$ cat src/rtl/puf_challenge_sequencer.sv
// Arbiter-PUF initiator: LFSR challenges, registered launch pulse, majority-voted
// response bits packed into a word and delivered over valid/ready.
module puf_challenge_sequencer #(
  parameter int                     C_LENGTH  = 8,
  parameter logic [C_LENGTH-1:0]    LFSR_TAPS = 8'hB8,
  parameter int                     RESP_W    = 8,
  parameter int                     VOTES     = 3,
  parameter int                     SETTLE    = 4
) (
  input  logic                iclk,
  input  logic                irst,
  input  logic                istart,
  input  logic                iseed_load,
  input  logic [C_LENGTH-1:0] iseed,
  output logic [C_LENGTH-1:0] ochallenge,
  output logic                opulse,
  input  logic                iresponse,
  output logic [RESP_W-1:0]   odata,
  output logic                ovalid,
  input  logic                iready,
  output logic                obusy,
  output logic [7:0]          ounstable
);

  // state | meaning
  // IDLE  | waiting for istart; seed load allowed
  // LOW   | pulse low, challenge muxes settling (SETTLE cycles)
  // HIGH  | pulse high (SETTLE cycles); response sampled on the last one
  // DONE  | word valid, held until iready
  typedef enum logic [1:0] {S_IDLE, S_LOW, S_HIGH, S_DONE} state_t;

  localparam int PW = (SETTLE > 1) ? $clog2(SETTLE) : 1;
  localparam int VW = $clog2(VOTES + 1);
  localparam int BW = $clog2(RESP_W + 1);

  state_t              state_q;
  logic [PW-1:0]       phase_q;
  logic [VW-1:0]       ones_q, votes_q;
  logic [BW-1:0]       bits_q;
  logic [C_LENGTH-1:0] chal_q;
  logic [RESP_W-1:0]   data_q;
  logic [7:0]          unst_q;
  logic                pulse_q, valid_q, busy_q;

  logic [C_LENGTH-1:0] lfsr_d, seed_d;
  logic [VW-1:0]       ones_d, votes_d;
  logic [BW-1:0]       bits_d;
  logic                maj_d, split_d;

  always_comb begin
    lfsr_d  = {chal_q[C_LENGTH-2:0], ^(chal_q & LFSR_TAPS)};
    seed_d  = (iseed == '0) ? C_LENGTH'(1) : iseed;
    ones_d  = ones_q + VW'(iresponse);
    votes_d = votes_q + VW'(1);
    bits_d  = bits_q + BW'(1);
    maj_d   = (ones_d > VW'(VOTES / 2));
    split_d = (ones_d != '0) && (ones_d != VW'(VOTES));
  end

  always_ff @(posedge iclk or posedge irst) begin
    if (irst) begin
      state_q <= S_IDLE;
      phase_q <= '0;
      ones_q  <= '0;
      votes_q <= '0;
      bits_q  <= '0;
      chal_q  <= C_LENGTH'(1);
      data_q  <= '0;
      unst_q  <= '0;
      pulse_q <= 1'b0;
      valid_q <= 1'b0;
      busy_q  <= 1'b0;
    end else begin
      case (state_q)
        S_IDLE: begin
          pulse_q <= 1'b0;
          if (iseed_load) chal_q <= seed_d;
          if (istart) begin
            unst_q  <= '0;
            ones_q  <= '0;
            votes_q <= '0;
            bits_q  <= '0;
            phase_q <= PW'(SETTLE - 1);
            busy_q  <= 1'b1;
            state_q <= S_LOW;
          end
        end
        S_LOW: begin
          if (phase_q == '0) begin
            phase_q <= PW'(SETTLE - 1);
            pulse_q <= 1'b1;
            state_q <= S_HIGH;
          end else begin
            phase_q <= phase_q - PW'(1);
          end
        end
        S_HIGH: begin
          if (phase_q == '0) begin
            phase_q <= PW'(SETTLE - 1);
            pulse_q <= 1'b0;
            if (votes_d < VW'(VOTES)) begin
              ones_q  <= ones_d;
              votes_q <= votes_d;
              state_q <= S_LOW;
            end else begin
              // bit resolved: shift in majority, count disagreement, next challenge
              data_q  <= {data_q[RESP_W-2:0], maj_d};
              if (split_d && (unst_q != 8'hFF)) unst_q <= unst_q + 8'd1;
              chal_q  <= lfsr_d;
              ones_q  <= '0;
              votes_q <= '0;
              bits_q  <= bits_d;
              if (bits_d < BW'(RESP_W)) begin
                state_q <= S_LOW;
              end else begin
                valid_q <= 1'b1;
                state_q <= S_DONE;
              end
            end
          end else begin
            phase_q <= phase_q - PW'(1);
          end
        end
        S_DONE: begin
          if (iready) begin
            valid_q <= 1'b0;
            busy_q  <= 1'b0;
            state_q <= S_IDLE;
          end
        end
        default: state_q <= S_IDLE;
      endcase
    end
  end

  assign ochallenge = chal_q;
  assign opulse     = pulse_q;
  assign odata      = data_q;
  assign ovalid     = valid_q;
  assign obusy      = busy_q;
  assign ounstable  = unst_q;

endmodule

$ cat config.mk
export PLATFORM = sky130hd
export DESIGN_NAME = puf_challenge_sequencer
export DESIGN_NICKNAME = d
export VERILOG_FILES = /design/src/rtl/puf_challenge_sequencer.sv
export SDC_FILE = /design/constraint.sdc
export NUM_CORES = 1
export LEC_CHECK = 0
export BUFFER_PORTS_ARGS = -buffer_cell sky130_fd_sc_hd__clkbuf_2
export CAP_MARGIN = 0
export CORE_MARGIN = 3
export CORE_UTILIZATION = 47
export CTS_CLUSTER_DIAMETER = 80
export DETAILED_ROUTE_END_ITERATION = 10
export PLACE_DENSITY = 0.7
export SYNTH_ARGS = -nofsm -noshare
export SYNTH_HDL_FRONTEND = slang
export SYNTH_SLANG_ARGS = --single-unit
$ cat constraint.sdc
create_clock -name iclk -period 2.5 [get_ports iclk]
set_input_delay 0.5 -clock iclk [delete_from_list [all_inputs] [get_ports iclk]]
set_output_delay 0.5 -clock iclk [all_outputs]
set_load 0.02 [all_outputs]
Word level (Yosys, flattened, before mapping):

Cells that the tools add are included.

* register bits: 39
* input port bits: 14
* output and inout port bits: 27

* add/subtract/negate cells: 5
* magnitude comparators: 3
* eq/ne operators: 13
* mux-type cells: 41
* bitwise gates (word level): 1
* reduce and logical (&&, ||, !) cells: 23

Operators with widths (count)
* 8-bit two-way mux: 8
* 8-bit case mux with 2 select lines: 2
* 2-bit two-way mux: 13
* 2-bit != test (second input constant): 9
* 4-bit two-way mux: 3
* 2-bit case mux with 2 select lines: 3
* 3-bit AND reduction: 4
* 4-bit AND reduction: 3
* 5-bit AND reduction: 2
* 2-bit nonzero test: 5
* 8-bit by 1-bit adder with 8-bit output (second input constant): 1
* 8-bit zero test: 1
* 8-bit != test (second input constant): 1
* 2-bit case mux with 4 select lines: 1
* 4-bit case mux with 2 select lines: 1
* 8-bit parity: 1
* 1-bit two-way mux: 7
* 4-bit by 1-bit adder with 4-bit output (second input constant): 1
* 2-bit == test (second input constant): 2
* 2-bit zero test: 2
* 4-bit < comparator (second input constant): 1
* 1-bit case mux with 2 select lines: 2
* 1-bit case mux with 3 select lines: 1
* 3-bit nonzero test: 1
* other kinds (10): 11

Depth between registers and ports, before layout:

* depth in word-level cells: 8
* depth in mapped cells: 8

Least setup slack after synthesis:

OpenSTA, ideal clock, no wires.

* kind: in2reg
* start: input port iresponse
* end: register unst_q[3] (netlist: ounstable[3])
* library setup time: 0.090 ns
* arrival time: 1.963 ns
* data required time: 2.410 ns
* setup slack: 0.446 ns
* stages on the path: 6
* buffers on the path: 0
* cell sequence: ha_1 xnor2_1 ha_1 a41o_1 or4_1 o221ai_1

* longest elaborated chain between the ends: 6

RTL lines
* start, declared: line 17 `input logic iresponse,`
* 2-bit by 1-bit adder with 2-bit output (*): line 53 `ones_d = ones_q + VW'(iresponse);`
* 2-bit != test or 2-bit nonzero test (tied branches): line 57 `split_d = (ones_d != '0) && (ones_d != VW'(VOTES));`
* 1-bit logical AND (*): line 57
* 1-bit logical AND (*): line 108 `if (split_d && (unst_q != 8'hFF)) unst_q <= unst_q + 8'd1;`
* 2-bit != test (no line) (*)
* 5-bit AND reduction (no line) (*)
* end signal, assigned: line 108
* end, declared: line 42 `logic [7:0] unst_q;`

Every way passes the cells marked *; elsewhere a longest branch is shown, timed or not.
A chain may end at the register's enable or synchronous reset.

Worst setup path after layout:

* start: register state_q[0]
* end: register unst_q[5] (netlist: ounstable[5])

* longest elaborated chain between the ends: 3

RTL lines
* start, declared: line 36 `state_t state_q;`
* start signal, assigned: line 62 `state_q <= S_IDLE;`
* start signal, assigned: line 85 `state_q <= S_LOW;`
* start signal, assigned: line 92 `state_q <= S_HIGH;`
* 2-bit == test or 2-bit zero test (tied branches): line 74 `case (state_q)`
* 2-bit != test (no line) or 2-bit nonzero test (tied branches)
* 5-bit AND reduction (no line)

Several ways; a longest one is shown, not always the timed one.

==> reports/metrics.csv <==
stage,metric,value,unit
status,outcome,"finished, final reports clean",
routing,Total Wirelength,4210,um
setup_path,CP arrival,2270,ps
place,Placed Cells,295,
clock_tree,H-tree lvl count,2,
synth,asr flop ratio synth,100,%
timing,Final period util,83.6,%
setup_path,startpoint types,register,
synth,syn_area_per_cell,10.3,sq um
timing,final hold slack,302,ps
synth,Netlist cell types,47,
finish,fraction of layout cells with a size suffix above 1,27.3,%
grt,vias in the first global route,1656,
place,Post-Place Cell Area,2390,sq um
routing,1st-iter DRT viols,102,
finish,filler cell count,352,
setup_path,CP Max Fanout,12,
power,NetSw,0.449,mW
timing,slew of the pin with the lowest slew margin,485,ps
finish,fin cells,303,
timing,relative slew slack,67.7,%
power,Clock power frac,29.7,%
synth,Post-synth EDFFs,0,
clock_tree,clk sinks,39,
synth,Mapped Cells,207,
setup_path,slowest cell delay on critical path,430,ps
run,max-cap violations,0,
routing,drt drc,0,
synth,Mapped Nets,232,
power,Max VDD drop,0.000362,V
routing,drt via density,5.54,
timing,Slew Limit Fails,0,
setup_path,worst path required time,2680,ps
power,Comb power frac,18.5,%
timing,Setup TNS Final,0,ps
grt,initial antenna violation count,0,
power,leakage power,1.21,nW
clock_tree,hold buffer count at cts,0,
floorplan,Initial Utilization,50.9,%
finish,antenna fix cells,0,
timing,Setup Skew,6.26,ps
setup_path,Worst path slowest cell,dfrtp_1,
synth,Yosys reg bits,39,
timing,RSZ-0062 raised after global routing,no,
floorplan,Std-Cell Rows,23,
routing,total number of vias,1679,
power,Sequential Power Share,51.7,%
clock_tree,Clock transition at path regs,70,ps
setup_path,family with the most delay on the worst path,compound AO/OA/AOI/OAI gates,
finish,Storage cell area,977,sq um
timing,final worst path period need,2090,ps
timing,Fmax achieved,0.478,GHz
synth,synthesized area,2130,sq um
floorplan,Die Width,73.3,um
finish,"Net count, final",277,
clock_tree,later-pin clock latency in the skew report,290,ps
place,routability cong.,0.821,
setup_path,Buf/Inv on CP,1,
synth,sequential fraction of the synthesis area,46.0,%
floorplan,die area,5370,sq um
grt,largest net degree at the start of global routing,40,
routing,Routed WL per cell,13.9,um
clock_tree,TritonCTS clock tree,done,
floorplan,die height,73.3,um
floorplan,io pins,41,
power,Cell Pwr Density,587,nW/um^2
synth,yosys warns,0,
finish,Area Growth Syn to Fin,16.6,%
clock_tree,Clock Path Buffers,2,
place,DP Wirelength,3150,um
grt,first-pass GRT wire length,7420,um
power,Internal,1.01,mW
setup_path,CP Capture Type,register,
timing,Final Hold Fails,0,
clock_tree,CTS Buf Count,5,
place,# port buffers,40,
setup_path,crit-path cells,inv_1 -> ha_1 -> mux2i_1 -> a21oi_1 -> a31oi_1 -> a41o_1,
power,Sw Share,30.8,%
synth,top_reg_cell synth,dfrtp_1,
clock_tree,Setup Buffers After CTS,0,
routing,antenna-violating nets left,0,
floorplan,Core ar.,4170,sq um
grt,Overflow after GRT,0,
routing,Pre-antenna DRT Iters,4,
clock_tree,CTS-repair resized insts,0,
clock_tree,CTS root buf,clkbuf_8,
finish,Multi-input gate area,1060,sq um
finish,"Design Area, Final",2480,sq um
grt,Total GRT Usage,17.7,%
setup_path,critical path type,register to register,
timing,endpoints failing setup,0,
min_path,worst min path class,input pin to async pin,
==> Yosys cell counts, drive strengths merged, types with 3 or more instances <==
| library cell | count | area (sq um) |
|---|---|---|
| a21oi | 14 | 73.8 |
| a31oi | 5 | 31.3 |
| a41o | 3 | 30.0 |
| a41oi | 3 | 33.8 |
| buf | 5 | 30.0 |
| dfrtp | 38 | 951 |
| ha | 11 | 138 |
| inv | 12 | 45.0 |
| mux2 | 9 | 101 |
| mux2i | 10 | 100 |
| nand2 | 18 | 67.6 |
| nand2b | 3 | 18.8 |
| nand3 | 8 | 40.0 |
| nand4 | 3 | 18.8 |
| nor2 | 17 | 63.8 |
| o21ai | 8 | 43.8 |
| xnor2 | 7 | 61.3 |
==> cell families (layout without fill, tap and decap cells) <==
logic type / after synthesis / in the layout / share of synthesized area, %
simple gates: 65 / 65 / 16.0
compound gates: 46 / 46 / 14.8
flops: 39 / 39 / 46.0
mux: 19 / 19 / 9.48
buf+inv: 19 / 65 / 3.94
fa+ha+maj: 11 / 11 / 6.47
xor+xnor: 8 / 8 / 3.30
==> placed cells by master, fill, tap and decap left out, types with 3 or more instances in the layout <==
master and instances:
a21oi_1 13, ha_1 11, nand4_1 3, clkbuf_2 40, xnor2_1 7, a31oi_1 5, nand3_1 8, dfrtp_1 38
nand2b_1 3, inv_1 12, o21ai_0 7, mux2_2 9, buf_4 5, nor2_1 17, clkbuf_8 6, nand2_1 18
a41o_1 3, mux2i_1 10
==> sequential cells by signal, summed over array words and instances, names as in the netlist, 2 cells and up <==
register    count
ochallenge      8
odata           8
ounstable       8
bits_q          4
ones_q          2
phase_q         2
state_q         2
votes_q         2
==> power by group through the flow <==
stage / clock, mW / sequential, mW / combinational, mW
2_1_floorplan: 0 / 0.812 / 0.122
3_3_place_gp: 0 / 0.763 / 0.268
3_5_place_dp: 0 / 0.765 / 0.270
4_1_cts: 0.448 / 0.752 / 0.271
5_1_grt: 0.475 / 0.766 / 0.305
6_report: 0.433 / 0.753 / 0.270
==> through the flow <==
| stage | total power [mW] | worst slack (ps) | utilization [%] |
|---|---|---|---|
| floorplan | 0.934 | 446 | - |
| global placement | 1.03 | 319 | 57.2 |
| detailed placement | 1.03 | 283 | 57.2 |
| CTS | 1.47 | 408 | 59.4 |
| global route | 1.55 | 204 | 59.4 |
| finish | 1.46 | 409 | 59.4 |
==> worst paths after layout <==
path / startpoint / endpoint / slack (ps) / cells past startpoint
max: state_q[0] / ounstable[5] / 410 / 6
max reg2reg: state_q[0] / ounstable[5] / 410 / 6
max in group asynchronous: irst / ochallenge[0] / 1830 / 3
min reg2reg: ones_q[0] / ones_q[0] / 490 / 2
min in group iclk: iready / obusy / 490 / 4
min: irst / obusy / 300 / 3
==> final cells by class <==
cell class                 instances  share of cell area (%)
timing repair buffer              45                    9.59
multi-input combinational        149                    43.0
tap                               50                    2.52
clock buffer                       7                    3.48
clock inverter                     1                   0.202
sequential                        39                    39.4
inverter                          12                    1.82
==> worst reg2reg max path, cell delays in order (launching register included) <==
cell	delay, ps
dfrtp_1	430
inv_1	140
ha_1	420
mux2i_1	210
a21oi_1	410
a31oi_1	140
a41o_1	230
==> routing by layer <==
layer / vias to the layer above / wire [um] / GRT usage [%]
met5: - / 0 / 0
met4: 0 / 59 / 6.15
met3: 6 / 209 / 4.65
met2: 39 / 1930 / 27.8
met1: 802 / 2000 / 23.7
li1: 832 / - / -
(Power assumes the default switching activity.)
